===== src/rtl/mem_fill_arbiter.sv =====
// Arbitrates block fills from the I-cache and D-cache onto one pipelined memory.
// Issues eight word reads per block and steers the in-order beats back to the owner.
module mem_fill_arbiter (
    input  logic        clk,
    input  logic        rst_n,
    input  logic        ic_req,
    input  logic [15:0] ic_addr,
    input  logic        dc_req,
    input  logic [15:0] dc_addr,
    input  logic        mem_data_valid,
    output logic        mem_enable,
    output logic [15:0] mem_address,
    output logic        ic_grant,
    output logic        dc_grant,
    output logic        ic_wr_data,
    output logic        dc_wr_data,
    output logic [2:0]  wr_word,
    output logic        ic_wr_tag,
    output logic        ic_done,
    output logic        dc_wr_tag,
    output logic        dc_done,
    output logic        busy
);

    typedef enum logic [1:0] {
        S_IDLE  = 2'd0,
        S_ISSUE = 2'd1,
        S_DRAIN = 2'd2
    } state_t;

    // Requester encoding shared by owner and last_served.
    localparam logic OWN_I = 1'b0;
    localparam logic OWN_D = 1'b1;

    state_t      state_q, state_d;
    logic        owner_q, owner_d;
    logic        last_served_q, last_served_d;
    logic [2:0]  issue_cnt_q, issue_cnt_d;
    logic [2:0]  rcv_cnt_q, rcv_cnt_d;
    logic [11:0] blk_q, blk_d;

    logic beat;
    logic last_beat;
    logic pick_d;

    // Only the block-aligned part of a miss address selects the fill.
    logic unused_addr_bits;
    assign unused_addr_bits = ^{ic_addr[3:0], dc_addr[3:0]};

    always_ff @(posedge clk or negedge rst_n) begin
        if (!rst_n) begin
            state_q       <= S_IDLE;
            owner_q       <= OWN_I;
            last_served_q <= OWN_I;
            issue_cnt_q   <= 3'd0;
            rcv_cnt_q     <= 3'd0;
            blk_q         <= 12'd0;
        end else begin
            state_q       <= state_d;
            owner_q       <= owner_d;
            last_served_q <= last_served_d;
            issue_cnt_q   <= issue_cnt_d;
            rcv_cnt_q     <= rcv_cnt_d;
            blk_q         <= blk_d;
        end
    end

    assign beat      = (state_q != S_IDLE) && mem_data_valid;
    assign last_beat = beat && (rcv_cnt_q == 3'd7);

    always_comb begin
        state_d       = state_q;
        owner_d       = owner_q;
        last_served_d = last_served_q;
        issue_cnt_d   = issue_cnt_q;
        rcv_cnt_d     = rcv_cnt_q;
        blk_d         = blk_q;
        pick_d        = OWN_I;

        case (state_q)
            S_IDLE: begin
                if (ic_req || dc_req) begin
                    // On a tie the requester not served last wins.
                    pick_d      = dc_req && (!ic_req || (last_served_q == OWN_I));
                    owner_d     = pick_d;
                    blk_d       = (pick_d == OWN_D) ? dc_addr[15:4] : ic_addr[15:4];
                    issue_cnt_d = 3'd0;
                    rcv_cnt_d   = 3'd0;
                    state_d     = S_ISSUE;
                end
            end
            S_ISSUE: begin
                issue_cnt_d = issue_cnt_q + 3'd1;
                if (issue_cnt_q == 3'd7) begin
                    state_d = S_DRAIN;
                end
            end
            S_DRAIN: begin
            end
            default: begin
                state_d = S_IDLE;
            end
        endcase

        if (beat) begin
            rcv_cnt_d = rcv_cnt_q + 3'd1;
        end
        // The final beat overrides the ISSUE->DRAIN step when it lands with word 7.
        if (last_beat) begin
            last_served_d = owner_q;
            state_d       = S_IDLE;
        end
    end

    assign busy        = (state_q != S_IDLE);
    assign mem_enable  = (state_q == S_ISSUE);
    assign mem_address = (state_q == S_ISSUE) ? {blk_q, issue_cnt_q, 1'b0} : 16'd0;
    assign ic_grant    = busy && (owner_q == OWN_I);
    assign dc_grant    = busy && (owner_q == OWN_D);
    assign wr_word     = rcv_cnt_q;
    assign ic_wr_data  = beat && (owner_q == OWN_I);
    assign dc_wr_data  = beat && (owner_q == OWN_D);
    assign ic_wr_tag   = last_beat && (owner_q == OWN_I);
    assign ic_done     = last_beat && (owner_q == OWN_I);
    assign dc_wr_tag   = last_beat && (owner_q == OWN_D);
    assign dc_done     = last_beat && (owner_q == OWN_D);

endmodule


===== config.mk =====
export PLATFORM = sky130hd
export DESIGN_NAME = mem_fill_arbiter
export DESIGN_NICKNAME = d
export VERILOG_FILES = /design/src/rtl/mem_fill_arbiter.sv
export SDC_FILE = /design/constraint.sdc
export NUM_CORES = 1
export LEC_CHECK = 0
export BUFFER_PORTS_ARGS = -buffer_cell sky130_fd_sc_hd__buf_2
export CAP_MARGIN = 10
export CORE_ASPECT_RATIO = 1.4
export CORE_MARGIN = 1.5
export CORE_UTILIZATION = 30
export CTS_CLUSTER_DIAMETER = 200
export CTS_CLUSTER_SIZE = 20
export DETAILED_ROUTE_END_ITERATION = 12
export SYNTH_ARGS = -nofsm -noshare
export SYNTH_HDL_FRONTEND = slang
export SYNTH_SLANG_ARGS = --single-unit

===== constraint.sdc =====
create_clock -name clk -period 1.6 [get_ports clk]
set_clock_uncertainty 0.05 [all_clocks]
set_input_delay 0.08 -clock clk [delete_from_list [all_inputs] [get_ports clk]]
set_output_delay 0.08 -clock clk [all_outputs]
set_load 0.05 [all_outputs]

Yosys cells after proc, flatten, opt, wreduce, memory -nomap -nowiden
Cells that the tools add are included.

Input port bits: 37. Word-level logic and storage cells: 49. Bits in registers: 22.

Equal/unequal tests: 8. Reductions and logical operators: 21. Bitwise logic cells: 2. Multiplexer cells: 10. Add/sub/neg operators: 2.

Operators with widths (count): $mux W16 (1); $mux W12 (1); $logic_and A1 B1 Y1 (9); $mux W3 (3); $reduce_bool A2 Y1 (4); $add A3 B1 Y3 const B (2); $eq A3 B3 Y1 const B (2); $mux W2 (3); $pmux W2 S3 (1); $pmux W3 S2 (1); $reduce_and A2 Y1 (3); $ne A2 B2 Y1 const B (2); $ne A3 B1 Y1 const B (1); $ne A3 B3 Y1 const B (1); $reduce_and A3 Y1 (1); $eq A2 B1 Y1 const B (1); $eq A2 B2 Y1 const B (1); $logic_not A2 Y1 (1); $logic_or A1 B1 Y1 (2); $not A1 Y1 (2); $logic_not A1 Y1 (1).

Longest topological paths before layout
Depth after elaboration: 5. Gate-level depth with buffers: 6. Mapped depth without buffers: 5.

Least setup slack after synthesis
OpenSTA, ideal clock, no wires.

Kind: reg-to-output. From: reg rcv_cnt_q[1] (netlist: wr_word[1]). To: out ic_wr_tag. Path buffers: 1. Data arrival time: 2.544 ns. Stages on the path, launching flop included: 6. Slack: -1.074 ns. Cell sequence: dfrtp_1 ha_1 ha_1 nand2_1 nor3_1 buf_4.

Word-level cells in the longest chain between the ends: 3.

RTL lines: start, declared (RTL line 39) `logic [2:0] rcv_cnt_q, rcv_cnt_d;`; start signal, assigned (RTL line 63) `rcv_cnt_q <= rcv_cnt_d;`; $eq A3 B3 Y1 (RTL line 69) `assign last_beat = beat && (rcv_cnt_q == 3'd7);`; $logic_and A1 B1 Y1 (RTL line 69); $logic_and A1 B1 Y1; end, declared (RTL line 18) `output logic ic_wr_tag,`.

Every way passes these cells.

Final worst setup path
From: reg rcv_cnt_q[0] (netlist: wr_word[0]). To: out dc_done.

Word-level cells in the longest chain between the ends: 3.

RTL lines: $eq A3 B3 Y1 (RTL line 69); $logic_and A1 B1 Y1 (RTL line 69); $logic_and A1 B1 Y1 (RTL line 126) `assign dc_done = last_beat && (owner_q == OWN_D);`; end, declared (RTL line 21) `output logic dc_done,`.

Every way passes these cells.

==> flow_summary.toml <==
[routing]
dr.pass1.iters = 4
drtIter0Drc = 27
via_count = 1194
wirelength_um = 3170
wire_per_inst_um = 12.8
drc = 0
routed_via_density = 4.81
ant_nets = 0

[critical_path]
cp.arrival_ps = 1460
path_class = "reg2out"
critPathRequiredTime_ps = 1470
end_kind = "primary output"
start_kind = "flop"
crit_fanout = 3
timing.rr.start = "wr_word[0]"
crit_start = "wr_word[0]"

[die]
dieHeight_um = 79.0
coreArea_um2 = 3950
die_width_um = 57.3
num_rows = 27
fp.dieArea_um2 = 4520
ioPinCount = 66
start_util_pct = 31.3

[place]
dp_hpwl_um = 2140
place_inst = 234
io_buffers = 56
routabilityCongestion = 0.694

[run]
cap_violations = 0

[layout]
diodes = 0
drive_above_1_share_pct = 46.3
area_delta_synth_final_pct = 53.6
nets = 247
fin_cells = 248

[yosys]
synth.distinct_cells = 26
synth_nets = 180
ys_warn_count = 0
syn_area_per_cell_um2 = 8.89
syn_inst = 139
syn_area_um2 = 1240
ys_ff_latch = 22
ys_seq_area_share_pct = 44.5

[grt]
grt_max_degree = 23
grt_use_total_pct = 15.5
antenna_found_initial = 0
grt-ovfl-total = 0
grt_pass1_vias = 1238
grt_pass1_wl_um = 5550

[timing]
finalCriticalPeriod_ps = 1590
tightestPinTransition_ps = 512
hold_slack_ps = 3.04
finalHoldViolCount = 0
rsz0062_at_grt = "true"
setup_violations = 0
slew_headroom_pct = 65.8
finalMaxSlewViolations = 0
period_share_pct = 99.3
clock.fmax_mhz = 630

[clock_network]
cts.clk_slew.worst_paths_ps = 80
numCtsBuffers = 3
cts_tree = "done"
cts.sinks = 22
cts-root-buf = "clkbuf_8"
cts.path.max_buffers = 2
htree_levels = 1
clkLatencyLatePin_ps = 270

[pwr]
p_per_area_nw_per_um2 = 2470
irDropWorstVdd_v = 0.00166
p_leak_nw = 0.920

[status]
outcome = "finished clean"

[worst_hold_path]
hp-class = "in2reg"
hp-start = "ic_addr[7]"
-- state kept, by name, indices dropped and copies added, names as in the netlist --
name,cells
blk_q,12
state_q,2
wr_word,3
last_served_q,1
issue_cnt_q,3
owner_q,1
-- stage by stage --
stage,setup WS (ps),instance area [um^2],power [mW],util [%],TNS (ps)
global route,-44.2,1900,4.99,48.1,-203
detailed placement,128,1620,3.87,41.0,0
floorplan,-149,1310,3.21,-,-169
CTS,-12.0,1810,4.50,45.9,-29.5
finish,11.8,1900,4.69,48.1,0
global placement,144,1620,3.85,41.0,0
-- worst paths after layout --
kind / end / slack [ps] / cells past startpoint
worst max register to register: state_q[0] / 150 / 7
worst min-delay path: blk_q[3] / 3 / 3
min in group asynchronous: blk_q[1] / 260 / 2
worst max-delay path: dc_done / 10 / 6
worst min register to register: issue_cnt_q[0] / 470 / 1
max in group asynchronous: wr_word[0] / 870 / 2
-- worst max-delay path: stages, from the launching register on --
cell	delay [ps]
dfrtp_2	440
ha_4	170
ha_4	160
nand2_4	80
nor2_4	40
and2_4	160
buf_6	150
-- placed cells by master (no fill, tap or decap) --
cell / count
buf_2: 38
nand2_1: 29
dfrtp_1: 19
buf_6: 16
a21oi_1: 14
a31oi_1: 12
and2_1: 9
buf_4: 9
and2_2: 7
dlygate4sd3_1: 7
o21ai_0: 4
clkbuf_8: 4
nor2b_1: 3
dfrtp_2: 3
and2_4: 2
a22o_1: 2
mux2_2: 2
ha_1: 2
ha_4: 2
buf_8: 2
nand2b_1: 1
inv_2: 1
nor2_2: 1
inv_1: 1
nor2_1: 1
nor2b_2: 1
nand2_4: 1
nor3_4: 1
nor2_4: 1
a21bo_2: 1
or2_1: 1
a21boi_0: 1
nor3_1: 1
o31ai_1: 1
mux2i_1: 1
mux2_4: 1
conb_1: 1
clkbuf_4: 1
buf_12: 1
-- cells in the mapped netlist --
cell type	number	area share [%]
a21bo_2	1	0.81
a21boi_0	1	0.61
a21oi_1	14	5.7
a22o_1	2	1.4
a31oi_1	12	6.1
and2_1	17	8.6
and2_4	1	0.71
buf_2	3	1.2
buf_4	3	1.8
buf_6	3	2.7
clkbuf_1	3	0.91
conb_1	1	0.30
dfrtp_1	22	45
ha_1	4	4.0
inv_1	2	0.61
mux2_2	2	1.8
mux2_4	1	1.2
mux2i_1	1	0.81
nand2_1	30	9.1
nand2b_1	1	0.51
nor2_1	3	0.91
nor2b_1	4	2.0
nor3_1	2	0.81
o21ai_0	4	1.6
o31ai_1	1	0.61
or2_1	1	0.51
-- cells by family (layout without fill, tap and decap cells) --
| group | after synthesis | count (layout) | share of synthesized area, % |
|---|---|---|---|
| other | 1 | 1 | 0.303 |
| buffers and inverters | 14 | 80 | 7.29 |
| adder cells (fa/ha/maj) | 4 | 4 | 4.05 |
| AO/OA/AOI/OAI | 35 | 35 | 16.8 |
| flip-flops | 22 | 22 | 44.5 |
| multiplexers | 4 | 4 | 3.85 |
| AND/OR/NAND/NOR | 59 | 59 | 23.2 |
-- layer usage --
layer / track usage (%) / up-vias / share of wire (%)
met3: 4.23 / 3 / 7.7
met4: 4.19 / 0 / 0.91
met1: 19.2 / 549 / 43
met5: 0 / - / 0
met2: 26.4 / 45 / 49
li1: - / 597 / -
-- layout make-up --
| type | instances | area [um^2] |
|---|---|---|
| timing repair buffer | 74 | 566 |
| fill | 376 | 2050 |
| clock buffer | 4 | 55.1 |
| tap | 43 | 53.8 |
| inverter | 2 | 7.51 |
| multi-input combinational | 103 | 663 |
| sequential | 22 | 554 |
-- where the power goes --
part	switching [mW]	internal, mW	total [mW]
logic	2.06	1.20	3.26
clock network	0.192	0.220	0.412
registers	0.191	0.827	1.02
-- timing repair --
item / in CTS / in global routing
hold endpoints to repair: 28 / 0
pin swaps: 0 / 1
endpoints found under the setup margin: 15 / 21
hold buffers: 7 / 0
buffers inserted: 2 / 1
resized for setup: 20 / 26
Note: power is estimated with default switching activity, not from simulation.
